<file path="config.mk">
export PLATFORM = sky130hd
export DESIGN_NAME = firebird7_in_gate1_secure_scanmux_array_ctrl
export DESIGN_NICKNAME = d
export VERILOG_FILES = /design/src/rtl/firebird7_in_gate1_secure_scanmux_array_ctrl.sv
export SDC_FILE = /design/constraint.sdc
export NUM_CORES = 1
export LEC_CHECK = 0
export ABC_AREA = 1
export BUFFER_PORTS_ARGS = -buffer_cell sky130_fd_sc_hd__buf_4
export CAP_MARGIN = 0
export CORE_MARGIN = 2
export CORE_UTILIZATION = 52
export CTS_BUF_LIST = sky130_fd_sc_hd__clkbuf_8
export DETAILED_ROUTE_END_ITERATION = 16
export GPL_TIMING_DRIVEN = 0
export PLACE_DENSITY_LB_ADDON = 0.3
export SLEW_MARGIN = 15
export SYNTH_ARGS = -nofsm -noshare
export SYNTH_HDL_FRONTEND = slang
export SYNTH_SLANG_ARGS = --single-unit
</file>
<file path="constraint.sdc">
create_clock -name ijtag_tck -period 1.1 [get_ports ijtag_tck]
set_input_delay 0.055 -clock ijtag_tck [delete_from_list [all_inputs] [get_ports ijtag_tck]]
set_output_delay 0.055 -clock ijtag_tck [all_outputs]
set_load 0.01 [all_outputs]
</file>
<file path="src/rtl/firebird7_in_gate1_secure_scanmux_array_ctrl.sv">
// -----------------------------------------------------------------------------
// firebird7_in_gate1_secure_scanmux_array_ctrl
//
// N-channel secure IJTAG scan-mux with an in-path control register. The
// register holds a select field (low SEL_W bits) and a key field (upper KEY_W
// bits). A new select is taken only when the key field matches KEY on update.
// A wrong key drops the mux back to channel 0, which is the safe path.
//
// Optional feature (macro SECURE_SCANMUX_LOCKOUT_EN): a saturating count of
// failed unlocks. When the count reaches MAX_FAIL the block enters LOCKOUT and
// stays there until ijtag_reset.
//
// Ports:
//   ijtag_tck    clock, rising edge
//   ijtag_reset  synchronous active-high reset
//   ijtag_sel    control register is in the active scan path
//   ijtag_ce     capture enable   (priority ce > se > ue)
//   ijtag_se     shift enable
//   ijtag_ue     update enable
//   ijtag_si     scan in
//   ijtag_so     scan out, sr[0]
//   mux_in       N_CH data chain inputs
//   mux_out      mux_in[sel_q]
//   enable_in    upstream branch enable
//   enable_out   one-hot branch enable for the selected channel
//   unlocked     state is UNLOCKED
//   sel_err      sticky: last accepted update carried an out-of-range select
// -----------------------------------------------------------------------------
module firebird7_in_gate1_secure_scanmux_array_ctrl #(
    parameter int unsigned      N_CH     = 4,
    parameter int unsigned      SEL_W    = $clog2(N_CH),
    parameter int unsigned      KEY_W    = 8,
    parameter logic [KEY_W-1:0] KEY      = 8'hA5,
    parameter int unsigned      MAX_FAIL = 3
) (
    input  logic            ijtag_tck,
    input  logic            ijtag_reset,
    input  logic            ijtag_sel,
    input  logic            ijtag_ce,
    input  logic            ijtag_se,
    input  logic            ijtag_ue,
    input  logic            ijtag_si,
    output logic            ijtag_so,
    input  logic [N_CH-1:0] mux_in,
    output logic            mux_out,
    input  logic            enable_in,
    output logic [N_CH-1:0] enable_out,
    output logic            unlocked,
    output logic            sel_err
);

    localparam int unsigned W = KEY_W + SEL_W;
    // Channel count widened by one bit so "select < N_CH" works when N_CH is a power of two.
    localparam logic [SEL_W:0] NChW = (SEL_W + 1)'(N_CH);

    // Elaboration-time guard on parameter ranges.
    if (N_CH < 2 || KEY_W < 4 || MAX_FAIL < 1) begin : g_param_err
        $error("firebird7 scanmux: N_CH >= 2, KEY_W >= 4 and MAX_FAIL >= 1 required");
    end

    typedef enum logic [1:0] {
        StLocked   = 2'd0,
        StUnlocked = 2'd1,
        StLockout  = 2'd2
    } state_e;

    state_e           state_q;
    logic [W-1:0]     sr_q;
    logic [SEL_W-1:0] sel_q;
    logic             sel_err_q;

    logic [SEL_W-1:0] sel_field;
    logic [KEY_W-1:0] key_field;
    logic [KEY_W-1:0] key_cap;
    logic             key_match;
    logic             sel_in_range;
    logic             lockout;

    assign sel_field    = sr_q[SEL_W-1:0];
    assign key_field    = sr_q[W-1:SEL_W];
    assign key_match    = (key_field == KEY);
    assign sel_in_range = ({1'b0, sel_field} < NChW);
    assign lockout      = (state_q == StLockout);

    // Status word loaded into the key field on capture; the key itself never reads back.
    always_comb begin
        key_cap    = '0;
        key_cap[0] = (state_q == StUnlocked);
        key_cap[1] = sel_err_q;
        key_cap[2] = lockout;
    end

`ifdef SECURE_SCANMUX_LOCKOUT_EN
    localparam int unsigned    CNT_W       = $clog2(MAX_FAIL + 1);
    localparam logic [CNT_W-1:0] MaxFailCnt = CNT_W'(MAX_FAIL);
    localparam logic [CNT_W-1:0] LastTry    = CNT_W'(MAX_FAIL - 1);

    logic [CNT_W-1:0] fail_cnt_q;
`endif

    always_ff @(posedge ijtag_tck) begin
        if (ijtag_reset) begin
            state_q    <= StLocked;
            sr_q       <= '0;
            sel_q      <= '0;
            sel_err_q  <= 1'b0;
`ifdef SECURE_SCANMUX_LOCKOUT_EN
            fail_cnt_q <= '0;
`endif
        end else if (ijtag_sel) begin
            if (ijtag_ce) begin
                sr_q <= {key_cap, sel_q};
            end else if (ijtag_se) begin
                sr_q <= {ijtag_si, sr_q[W-1:1]};
            end else if (ijtag_ue) begin
`ifdef SECURE_SCANMUX_LOCKOUT_EN
                if (!lockout) begin
                    if (key_match) begin
                        fail_cnt_q <= '0;
                        state_q    <= StUnlocked;
                        if (sel_in_range) begin
                            sel_q     <= sel_field;
                            sel_err_q <= 1'b0;
                        end else begin
                            sel_err_q <= 1'b1;
                        end
                    end else if (fail_cnt_q >= LastTry) begin
                        fail_cnt_q <= MaxFailCnt;
                        state_q    <= StLockout;
                        sel_q      <= '0;
                    end else begin
                        fail_cnt_q <= fail_cnt_q + 1'b1;
                        state_q    <= StLocked;
                        sel_q      <= '0;
                    end
                end
`else
                if (key_match) begin
                    state_q <= StUnlocked;
                    if (sel_in_range) begin
                        sel_q     <= sel_field;
                        sel_err_q <= 1'b0;
                    end else begin
                        sel_err_q <= 1'b1;
                    end
                end else begin
                    state_q <= StLocked;
                    sel_q   <= '0;
                end
`endif
            end
        end
    end

    assign ijtag_so = sr_q[0];
    assign unlocked = (state_q == StUnlocked);
    assign sel_err  = sel_err_q;

    // sel_q never leaves [0, N_CH), so the decode is one-hot or zero.
    always_comb begin
        mux_out    = 1'b0;
        enable_out = '0;
        for (int i = 0; i < int'(N_CH); i++) begin
            if (sel_q == SEL_W'(i)) begin
                mux_out       = mux_in[i];
                enable_out[i] = enable_in;
            end
        end
    end

endmodule

</file>
==> impl_metrics.json <==
{
  "power_leakage_nw": 0.3687,
  "placement_rows": 13,
  "routed_via_density": 5.105,
  "setup_viol": 1,
  "cp_cell_sequence": "inv_4, nand3_2, a31oi_1, buf_4",
  "cts_buffer_depth": 2,
  "required_ns": 1.04,
  "final_nets": 131,
  "firstDrtPassIters": 3,
  "cts_tree": "done",
  "clk_latency_ns": 0.24,
  "vdd_drop_max_mv": 0.5855,
  "synth_area_um2": 724.4,
  "max_stage_delay_ns": 0.37,
  "yosysUniqueCellTypes": 23,
  "grt_pass1_wl_um": 2456,
  "cp.arrival_ns": 1.06,
  "root_buffer": "clkbuf_8",
  "drt_iter0_drc": 10,
  "final_common_cell": "buf_4",
  "hpwl_um": 1123,
  "antenna_cells": 0,
  "port_buffers": 18,
  "cp-end-kind": "output pin",
  "wl_per_cell_um": 11.98,
  "core_area_mm2": 0.001301,
  "violations": "negative setup slack",
  "drcViolationCount": 0,
  "power_per_cell_area_mw_per_mm2": 1055,
  "die_w_um": 41.33,
  "hold_violations": 0,
  "htreeDepth": 1,
  "slew_violations": 0,
  "crit_path_top_delay_cell": "dfxtp_4",
  "die_h_um": 41.33,
  "drive_gt1_share_pct": 50.85,
  "finalCriticalPeriod_ns": 1.118,
  "postRouteAntennaNets": 0,
  "dp_slack_ns": 0.1407,
  "hold_class": "in -> reg",
  "clk_pin_slew_ns": 0.06,
  "final_cell_mix": "20 x buf_4, 17 x nand2_1, 11 x nand2_2, 11 x dfxtp_1, 10 x a21oi_2",
  "yosysSeqAreaShare_pct": 35.92,
  "dieArea_mm2": 0.001708,
  "critical_path_class": "reg -> out",
  "worstPathMaxFanout": 7,
  "clock_skew_ns": 0.0004817,
  "vias": 679,
  "grt_pass1_vias": 614,
  "syn_avg_cell_area_um2": 7.707,
  "ios": 20,
  "start_util_pct": 55.67,
  "crit_buf_inv": 2,
  "gp_congestion": 0.6918,
  "fmax_ghz": 0.8943,
  "antenna_found_initial": 0,
  "areaGrowthSynthToFinish_pct": 33.68,
  "syn_inst": 94,
  "fin_ws_ns": -0.01824,
  "grt_max_degree": 11,
  "globalRouteOverflowTotal": 0,
  "cts_sinks": 13,
  "finish.instance_area_um2": 968.4,
  "rsz0062_at_grt": "true",
  "status": "finished with violations",
  "drt_wl_total_um": 1593,
  "yosys_warnings": 0,
  "grtUsageTotal_pct": 22.68,
  "cts_buffers": 3,
  "cp_top_family": "flip-flops",
  "synth_fp_nets": 106,
  "worst_setup_path_start_kind": "flop",
  "fin_crit_sh_pct": 101.7,
  "ys_ff_latch": 13,
  "cap_violations": 0,
  "placed_cell_area_um2": 878.3
}
[routing by layer]
layer  vias up  global-route usage (%)  wire length [um]  share of wire (%)
met5         -                       0                 0                  0
met4         0                   12.10                35                2.2
met3         5                   3.191                82                5.1
met2        20                   44.14               834                 52
met1       304                   22.77               641                 40
li1        350                       -                 -                  -
[power by group]
group / switching, mW / internal, mW
Combinational: 0.0649 / 0.0603
Sequential: 0.00167 / 0.468
Clock: 0.180 / 0.247
Total: 0.247 / 0.775
[cell families (layout without fill, tap and decap cells)]
kind of cell	Yosys count	after routing	share of synthesized area, %
AOI/OAI and AO/OA	17	17	17.10
and+or+nand+nor	50	50	35.58
buffers and inverters	13	37	10.88
other	1	1	0.5176
DFF	13	13	35.92
[worst register-to-register path, cell delays in order, from the launching register on]
cell and delay [ns]:
dfxtp_1 0.37, nand2_1 0.07, clkinv_1 0.06, nand2_2 0.05
nor2_4 0.12, nand3_1 0.08, a21oi_1 0.14
[flip-flops by register name, summed over array words and instances, names as in the netlist]
| signal | count |
|---|---|
| sel_q | 2 |
| sr_q | 10 |
| state_q | 1 |
[stage by stage]
stage | power [mW] | setup TNS [ns] | cells | hold WS, ns | util, %
after floorplan | 0.5542 | 0 | 94 | 0.1174 | -
after global placement | 0.6029 | 0 | 127 | 0.2495 | 67.50
after detailed placement | 0.6043 | 0 | 127 | 0.2520 | 67.50
after CTS | 1.025 | -0.02756 | 133 | 0.09662 | 73.46
after global routing | 1.053 | -0.08545 | 133 | 0.1134 | 74.42
final | 1.022 | -0.01824 | 133 | 0.09160 | 74.42
[final cells by class]
type	instances	area, um^2
Clock buffer	3	41.29
Tap cell	15	18.77
Buffer	4	43.79
Multi-Input combinational cell	68	400.4
Sequential cell	13	267.8
Fill cell	102	332.8
Clock inverter	1	3.754
Timing Repair Buffer	20	152.6
Inverter	9	40.04
[cell usage after synthesis (all sizes together)]
| master | count | area share (%) |
|---|---|---|
| a21oi | 13 | 14 |
| a31oi | 1 | 0.86 |
| buf | 4 | 6.0 |
| clkinv | 3 | 1.7 |
| conb | 1 | 0.52 |
| dfxtp | 13 | 36 |
| inv | 6 | 3.1 |
| nand2 | 30 | 21 |
| nand3 | 11 | 7.6 |
| nor2 | 6 | 4.5 |
| nor3 | 3 | 2.1 |
| o21ai | 3 | 2.1 |
[worst paths after layout]
kind | from | end | slack (ns) | cells after the start
worst max register to register | sr_q[9] | sel_q[0] | 0.13 | 6
worst min register to register | state_q[0] | state_q[0] | 0.48 | 2
worst min-delay path | ijtag_si | sr_q[9] | 0.09 | 3
worst max-delay path | sel_q[0] | mux_out | -0.02 | 4
[timing repair]
action	CTS	global route
buffers inserted	1	0
hold buffers	1	0
hold endpoints to repair	3	0
setup endpoints to repair	3	2
pin swaps	1	1
resized for setup	8	3
Power figures use the tool's default switching activity.
